<file path="config.mk">
export PLATFORM = sky130hd
export DESIGN_NAME = rf_wb_arbiter
export DESIGN_NICKNAME = d
export VERILOG_FILES = /design/src/rtl/rv_pkg.sv /design/src/rtl/rr_arbiter.sv /design/src/rtl/rf_wb_arbiter.sv
export SDC_FILE = /design/constraint.sdc
export NUM_CORES = 1
export LEC_CHECK = 0
export BUFFER_PORTS_ARGS = -buffer_cell sky130_fd_sc_hd__buf_2
export CORE_MARGIN = 1
export CORE_UTILIZATION = 41
export DETAILED_ROUTE_END_ITERATION = 8
export GPL_TIMING_DRIVEN = 1
export PLACE_DENSITY_LB_ADDON = 0.05
export SYNTH_ARGS = -nofsm -noshare
export SYNTH_HDL_FRONTEND = slang
export SYNTH_SLANG_ARGS = --single-unit
export TNS_END_PERCENT = 30
</file>
<file path="constraint.sdc">
create_clock -name clk -period 7.5 [get_ports clk]
set_clock_uncertainty 0.2 [all_clocks]
set_input_delay 1.125 -clock clk [delete_from_list [all_inputs] [get_ports clk]]
set_output_delay 1.125 -clock clk [all_outputs]
set_load 0.02 [all_outputs]
</file>
<file path="src/rtl/rv_pkg.sv">
// Shared register-file constants and writeback requester indices.
package rv_pkg;
  localparam int REG_ADDR_W   = 5;
  localparam int NUM_REGS     = 32;
  localparam int XLEN_DEFAULT = 32;

  localparam int WB_SRC_ALU = 0;
  localparam int WB_SRC_LSU = 1;
  localparam int WB_SRC_MDU = 2;
endpackage

</file>
<file path="src/rtl/rr_arbiter.sv">
// Round-robin arbiter: one-hot grant to the first request at or after the pointer.
module rr_arbiter #(
  parameter int NUM_REQ = 3
) (
  input  logic               clk,
  input  logic               rst_n,
  input  logic [NUM_REQ-1:0] req,
  output logic [NUM_REQ-1:0] grant
);
  localparam int PW = (NUM_REQ > 1) ? $clog2(NUM_REQ) : 1;

  logic [PW-1:0] ptr;
  logic [PW-1:0] ptr_nxt;
  logic          found;

  always_comb begin
    grant   = '0;
    ptr_nxt = ptr;
    found   = 1'b0;
    for (int off = 0; off < NUM_REQ; off++) begin
      int idx;
      idx = (int'(ptr) + off) % NUM_REQ;
      if (!found && req[idx]) begin
        found      = 1'b1;
        grant[idx] = 1'b1;
        ptr_nxt    = PW'((idx + 1) % NUM_REQ);
      end
    end
  end

  always_ff @(posedge clk or negedge rst_n) begin
    if (!rst_n) ptr <= '0;
    else        ptr <= ptr_nxt;
  end
endmodule

</file>
<file path="src/rtl/rf_wb_arbiter.sv">
// Register-file write-port owner: round-robin writeback arbitration plus a pending-write
// scoreboard for issue stalls. Define WB_FWD_EN to add write-cycle forwarding outputs.
module rf_wb_arbiter
  import rv_pkg::*;
#(
  parameter int NUM_REQ = 3,
  parameter int XLEN    = XLEN_DEFAULT
) (
  input  logic                         clk,
  input  logic                         rst_n,
  input  logic [NUM_REQ-1:0]           req_valid,
  output logic [NUM_REQ-1:0]           req_ready,
  input  logic [REG_ADDR_W*NUM_REQ-1:0] req_rd,
  input  logic [XLEN*NUM_REQ-1:0]      req_data,
  input  logic                         issue_valid,
  input  logic [REG_ADDR_W-1:0]        issue_rd,
  input  logic [REG_ADDR_W-1:0]        issue_rs1,
  input  logic [REG_ADDR_W-1:0]        issue_rs2,
  output logic                         issue_stall,
  output logic                         rf_wr_en,
  output logic [REG_ADDR_W-1:0]        rf_wr_addr,
  output logic [XLEN-1:0]              rf_wr_data,
  output logic [NUM_REGS-1:0]          busy_vec
`ifdef WB_FWD_EN
  ,
  output logic                         fwd_rs1_hit,
  output logic                         fwd_rs2_hit,
  output logic [XLEN-1:0]              fwd_data
`endif
);
  logic [NUM_REQ-1:0]    grant;
  logic                  any_grant;
  logic [REG_ADDR_W-1:0] sel_rd;
  logic [XLEN-1:0]       sel_data;
  logic [NUM_REGS-1:0]   busy_nxt;
  logic                  sb_set;
  logic                  hit1;
  logic                  hit2;

  rr_arbiter #(.NUM_REQ(NUM_REQ)) u_rr (
    .clk   (clk),
    .rst_n (rst_n),
    .req   (req_valid),
    .grant (grant)
  );

  assign req_ready = grant;
  assign any_grant = |grant;

  always_comb begin
    sel_rd   = '0;
    sel_data = '0;
    for (int i = 0; i < NUM_REQ; i++) begin
      if (grant[i]) begin
        sel_rd   = req_rd[REG_ADDR_W*i +: REG_ADDR_W];
        sel_data = req_data[XLEN*i +: XLEN];
      end
    end
  end

  always_ff @(posedge clk or negedge rst_n) begin
    if (!rst_n) begin
      rf_wr_en   <= 1'b0;
      rf_wr_addr <= '0;
      rf_wr_data <= '0;
    end else begin
      rf_wr_en <= any_grant && (sel_rd != '0);
      if (any_grant) begin
        rf_wr_addr <= sel_rd;
        rf_wr_data <= sel_data;
      end
    end
  end

`ifdef WB_FWD_EN
  assign hit1        = rf_wr_en && (rf_wr_addr == issue_rs1) && (issue_rs1 != '0);
  assign hit2        = rf_wr_en && (rf_wr_addr == issue_rs2) && (issue_rs2 != '0);
  assign fwd_rs1_hit = hit1;
  assign fwd_rs2_hit = hit2;
  assign fwd_data    = rf_wr_data;
`else
  assign hit1 = 1'b0;
  assign hit2 = 1'b0;
`endif

  // busy_vec[0] is held at zero, so x0 sources and destinations never stall.
  assign issue_stall = issue_valid &&
                       ((busy_vec[issue_rs1] && !hit1) ||
                        (busy_vec[issue_rs2] && !hit2) ||
                        busy_vec[issue_rd]);

  assign sb_set = issue_valid && !issue_stall && (issue_rd != '0);

  // Clear first, then set, so a new writer issued on its predecessor's commit edge stays pending.
  always_comb begin
    busy_nxt = busy_vec;
    if (rf_wr_en) busy_nxt[rf_wr_addr] = 1'b0;
    if (sb_set)   busy_nxt[issue_rd]   = 1'b1;
    busy_nxt[0] = 1'b0;
  end

  always_ff @(posedge clk or negedge rst_n) begin
    if (!rst_n) busy_vec <= '0;
    else        busy_vec <= busy_nxt;
  end
endmodule

</file>
Word level (Yosys, flattened, before mapping)
Index checks and enable logic that the tools add are counted.
{ "classes": {"eq_ne": 0, "div": 6, "bitwise_logic": 5, "magnitude_cmp": 12, "n_mux": 41, "n_addsub": 5, "n_shift": 0, "n_reduce_logical": 20, "multipliers": 0} }
{ "op_table": {"columns": ["op", "n"], "rows": [
  ["$mod A32 B3 Y32 const B", 5],
  ["$mux W32", 5],
  ["$add A32 B2 Y32 const B", 3],
  ["$ge A32 B1 Y1 const B", 3],
  ["$lt A32 B4 Y1 const B", 3],
  ["$and A32 B32 Y32", 1],
  ["$mod A3 B3 Y32 const B", 1],
  ["$not A32 Y32", 1],
  ["$or A32 B32 Y32", 1],
  ["$lt A5 B6 Y1 const B", 4],
  ["$mux W1", 16],
  ["$bmux W1 S5", 3],
  ["$mux W5", 3],
  ["$logic_and A1 B1 Y1", 11],
  ["$demux W1 S5", 2],
  ["$ge A5 B1 Y1 const B", 2],
  ["$reduce_bool A5 Y1", 2],
  ["$mux W3", 3],
  ["$bmux W1 S2", 3],
  ["$demux W1 S2", 3],
  ["$mux W2", 3],
  ["$or A3 B3 Y3", 2],
  ["$add A2 B1 Y3 const B", 1],
  ["$add A2 B2 Y3 const B", 1],
  ["other kinds (4)", 7]
]} }
{ "word_totals": {"latchBits": 0, "ram_bits": 0, "n_memories": 0, "romBits": 0, "ff_bits": 71} }

Logic depth before layout (Yosys ltp)
{ "logic_depth": {"depth_word": 16, "mapped_depth": 35, "depth_no_buf": 30} }

By module
A second synthesis with hierarchy kept.
{ "unflattened": {"cells_unflattened": 649, "hier_area_um2": 5775.5} }
{ "modules_own_cells": {"columns": ["module", "seq_area_each_um2", "area_each_um2", "cells_per_inst", "n_inst"], "rows": [
  ["rf_wb_arbiter", 1726.7, 4236.6, 449, 1],
  ["rr_arbiter", 50.0, 1539.0, 200, 1]
]} }

Worst setup path after synthesis
No wires, ideal clock.
{ "synth_timing": {"kind": "in2reg", "startpoint": "in req_valid[1]", "endpoint": "reg u_rr.ptr[1]", "setup_time_ns": 0.127, "arrival_ns": 6.243, "path_stages": 27, "path_slack_ns": 0.930, "path_cell_list": "mux2_2 > a211o_1 > o22ai_1 > or2_2 > clkbuf_1 > inv_1 > ha_1 > nor3_1 > a31oi_1 > a21oi_1 > nor4b_1 > a31oi_1 > inv_1 > ha_1 > clkbuf_1 > nand2b_1 > o211ai_1 > inv_1 > ha_1 > a31oi_1 > o211a_1 > nand3_1 > xnor2_1 > ha_1 > xnor2_1 > a21oi_1 > mux2_1"} }
{ "synth_between": {"elab_chain_len": 10, "elab_cells_between_ends": 18, "cone_classes": "mux: 13; reduce/logical: 5"} }
{ "synth_rtl": {"columns": ["element", "line", "source"], "rows": [
  ["from (decl)", "rf_wb_arbiter.sv:11", "input logic [NUM_REQ-1:0] req_valid,"],
  ["$bmux W1 S2", "rr_arbiter.sv:23", "if (!found && req[idx]) begin"],
  ["$mux W1 (implied by the code) (2 in series)", "rr_arbiter.sv:23", null],
  ["$mux W1", "rr_arbiter.sv:23", null],
  ["$logic_not A1 Y1", "rr_arbiter.sv:23", null],
  ["$logic_and A1 B1 Y1", "rr_arbiter.sv:23", null],
  ["$mux W1", "rr_arbiter.sv:23", null],
  ["$logic_not A1 Y1", "rr_arbiter.sv:23", null],
  ["$logic_and A1 B1 Y1", "rr_arbiter.sv:23", null],
  ["$reduce_bool A3 Y1 (no source line) or $mux W2 (tied branches)", null, null],
  ["to (signal assigned)", "rr_arbiter.sv:33", "else ptr <= ptr_nxt;"],
  ["to (decl)", "rr_arbiter.sv:12", "logic [PW-1:0] ptr;"]
]} }
Parallel ways exist; a longest one is shown, timed or not. The select of a mux whose other input is x is not followed.
A chain may end at the register's enable or synchronous reset.

Final worst setup path
{ "layout_timing": {"startpoint": "reg u_rr.ptr[1]", "endpoint": "reg u_rr.ptr[1]"} }
{ "layout_between": {"elab_chain_len": 11, "elab_cells_between_ends": 30, "cone_classes": "add/sub: 5; div: 6; mux: 14; reduce/logical: 5"} }
{ "layout_rtl": {"columns": ["element"], "rows": [
  ["parallel branches: the longest is 11 deep, another holds $mod A32 B3 Y32"]
]} }
Parallel ways; which one is timed is not known. The select of a mux whose other input is x is not followed.

==> metrics.md <==
| Metric | Value |
|---|---|
| Outcome | finished, final reports clean |
| Maximum number of pins on one net before global-route repair | 78 |
| GP Congestion | 0.931 |
| HPWL after detailed placement | 14.0 mm |
| Hold path startpoint | rf_wr_addr[1] |
| R2R depth | 29 |
| Root buffer cell | clkbuf_16 |
| H-tree levels | 3 |
| Flop and latch count out of synthesis | 71 |
| Syn nets | 792 |
| Reg clk slew, reported paths | 0.06 ns |
| Hold Path Class | flop to flop |
| Synth Flop Type | dfrtp_1 |
| Post-CTS setup buffers | 0 |
| Setup slack, reg-to-reg | 0.59 ns |
| Dpl ws | 0.541 ns |
| Synthesized cell area | 0.00574 mm2 |
| Via/cell ratio | 5.91 |
| RSZ-0062 raised after global routing | no |
| Die area | 0.0145 mm2 |
| Final nets | 974 |
| ANT nets after route | 0 |
| Multi-input gate area | 0.00368 mm2 |
| Total number of vias | 5,948 |
| R2R Path End | u_rr.ptr[1] |
| Setup violators final | 0 |
| Fill count | 1,323 |
| Top-count cell post-synth | o21ai_0 |
| YS warnings | 0 |
| CP max FO | 17 |
| DIE HEIGHT | 120 um |
| Initial Util | 42.7% |
| Arrival @ worst endpoint | 6.91 ns |
| CTS tree | done |
| Post-synth top area share | 31.0% |
| Num CTS Buffers | 9 |
| Tmin final | 6.91 ns |
| Row count | 42 |
| Share of cells above drive strength 1 | 36.0% |
| Global-route wire length before repair | 29.9 mm |
| Slew margin rel. | 37.2% |
| Synth top area cells | dfrtp_1 (31%), mux4_2 (9.4%), o21ai_0 (6.6%) |
| Max Slew Vio Count | 0 |
| Syn-to-layout area delta | 25.6% |
| Initial DRC count | 386 |
| CP Launch Type | flop |
| Critical path class | flop to flop |
| Crit path launch | u_rr.ptr[1] |
| Die Span X | 120 um |
| Mapped Cells | 644 |
| CP max stage delay | 0.54 ns |
| Ports | 206 |
| Worst skew pair latency | 0.33 ns |
| Actual slew at the worst max-slew pin | 0.942 ns |
| Design area | 0.00721 mm2 |
| Hold EP | rf_wr_addr[1] |
| Required time worst endpoint | 7.50 ns |
| Antenna violations before repair | 0 |
| Final wirelength | 18.8 mm |
| Buffers on Ports | 204 |
| Fin. Hold Viols | 0 |
| GRT Residual Overflow | 0 |
| Total Routing Usage GR | 26.0% |
| Fin util | 53.6% |
| Max clock buf depth | 2 |
| Fmax | 145 MHz |
| Placed Area | 0.00687 mm2 |
| Post-synth EDFFs | 0 |
| Hold Path Cell Cnt | 2 |
| Register area share after synthesis | 31.0% |
| Critical path's slowest cell | dfrtp_1 |
| Synth cell types | 85 |
| Clock sink count | 71 |
| Biggest area consumer among synthesized cells | dfrtp_1 |
| Crit path capture type | flop |
| Post-synth ARST share | 100% |
| Top cells by count, synth | o21ai_0 (76), dfrtp_1 (71), nand2_1 (69) |
| Setup tns final | 0 ns |
| Placeable core area | 0.0135 mm2 |
| Avg Inst Size Synth | 8.91 um2 |
| Vias in the first global route | 5,745 |
| Worst reg2reg startpoint | u_rr.ptr[1] |
| Most used cell along the critical path | ha_1 |
| Antenna cells | 0 |
| Final worst slack | 0.592 ns |
| First-pass DRT Iterations | 8 |
| Routed len/inst | 18.7 um |
| Drt drc | 0 |
| Fin crit share | 92.1% |
| Flip-flop and latch area | 0.00178 mm2 |
| # Max-Cap Violations | 0 |
## metrics by stage
step                instances  hold WS [ns]
floorplan                 644         0.436
global placement          991         0.349
detailed placement        991         0.362
CTS                      1006         0.378
global route             1006         0.408
finish                   1006         0.374
## logic make-up after synthesis
kind of cell / after synthesis / synth area share [%]
XOR/XNOR: 8 / 1.35
buffers and inverters: 69 / 5.04
multiplexers: 41 / 12.7
adder cells (fa/ha/maj): 16 / 3.49
flip-flops: 71 / 31.0
AND/OR/NAND/NOR: 213 / 19.8
AO/OA/AOI/OAI: 225 / 26.6
other: 1 / 0.0654
## worst max path at each step
stage / to / slack, ns / depth (start not counted)
after detailed placement: u_rr.ptr[1] / 0.54 / 28
after CTS: u_rr.ptr[1] / 0.50 / 29
after global placement: u_rr.ptr[1] / 0.74 / 28
after floorplan: u_rr.ptr[1] / 0.93 / 27
final: u_rr.ptr[1] / 0.59 / 29
after global routing: u_rr.ptr[1] / 0.03 / 29
## cell usage in the layout, fill, tap and decap left out, drive strengths merged, types with 3 or more instances in the layout
master and count:
and2 5, o21ai 80, nand4 8, a21oi 55, o2111ai 4, o21a 4, clkbuf 11, or2 8
or3b 5, a31oi 12, o211ai 4, inv 27, mux2 7, and3 3, buf 214, xnor2 5
dfrtp 71, a221o 32, nor3 7, nand2 69, nand3 48, nand3b 12, a21o 7, or3 4
ha 16, nor3b 3, xor2 3, nor2 22, mux4 24, nand2b 7, mux2i 10
## state kept, by name, summed over array words and instances, names as in the netlist
name / flops
rf_wr_data: 32
busy_vec: 31
rf_wr_addr: 5
u_rr.ptr: 2
rf_wr_en: 1
## metal layers
| layer | vias up | part of all wire, % | track usage, % |
|---|---|---|---|
| met1 | 2844 | 42 | 34.6 |
| li1 | 2812 | - | - |
| met4 | 0 | 1.9 | 6.48 |
| met2 | 268 | 48 | 43.3 |
| met5 | - | 0 | 0 |
| met3 | 24 | 8.0 | 5.09 |
## area by class of cell
cell class / instances / share of cell area (%)
clock buffers: 11 / 3.51
multi-input cells: 504 / 51.1
inverters: 26 / 1.35
flip-flops and latches: 71 / 24.6
clock inverters: 4 / 1.08
repair buffers: 214 / 15.2
well taps: 176 / 3.06
## repair_timing
action | 4_1_cts | 5_1_grt
resized for setup | 0 | 1
hold buffers | 0 | 0
endpoints found under the setup margin | 0 | 1
## worst max-delay path: cells and delay by family (launching register included)
kind,cells,cell delay [ns]
AOI/OAI and AO/OA,10,1.75
adders and majority gates,5,1.62
and+or+nand+nor,6,1.38
buffers and inverters,5,0.63
DFF,1,0.54
xor gates and xnor gates,2,0.37
muxes,1,0.28
Power is not shown: default switching activity piles up to over one toggle a cycle in this logic, so the estimate is an artifact.
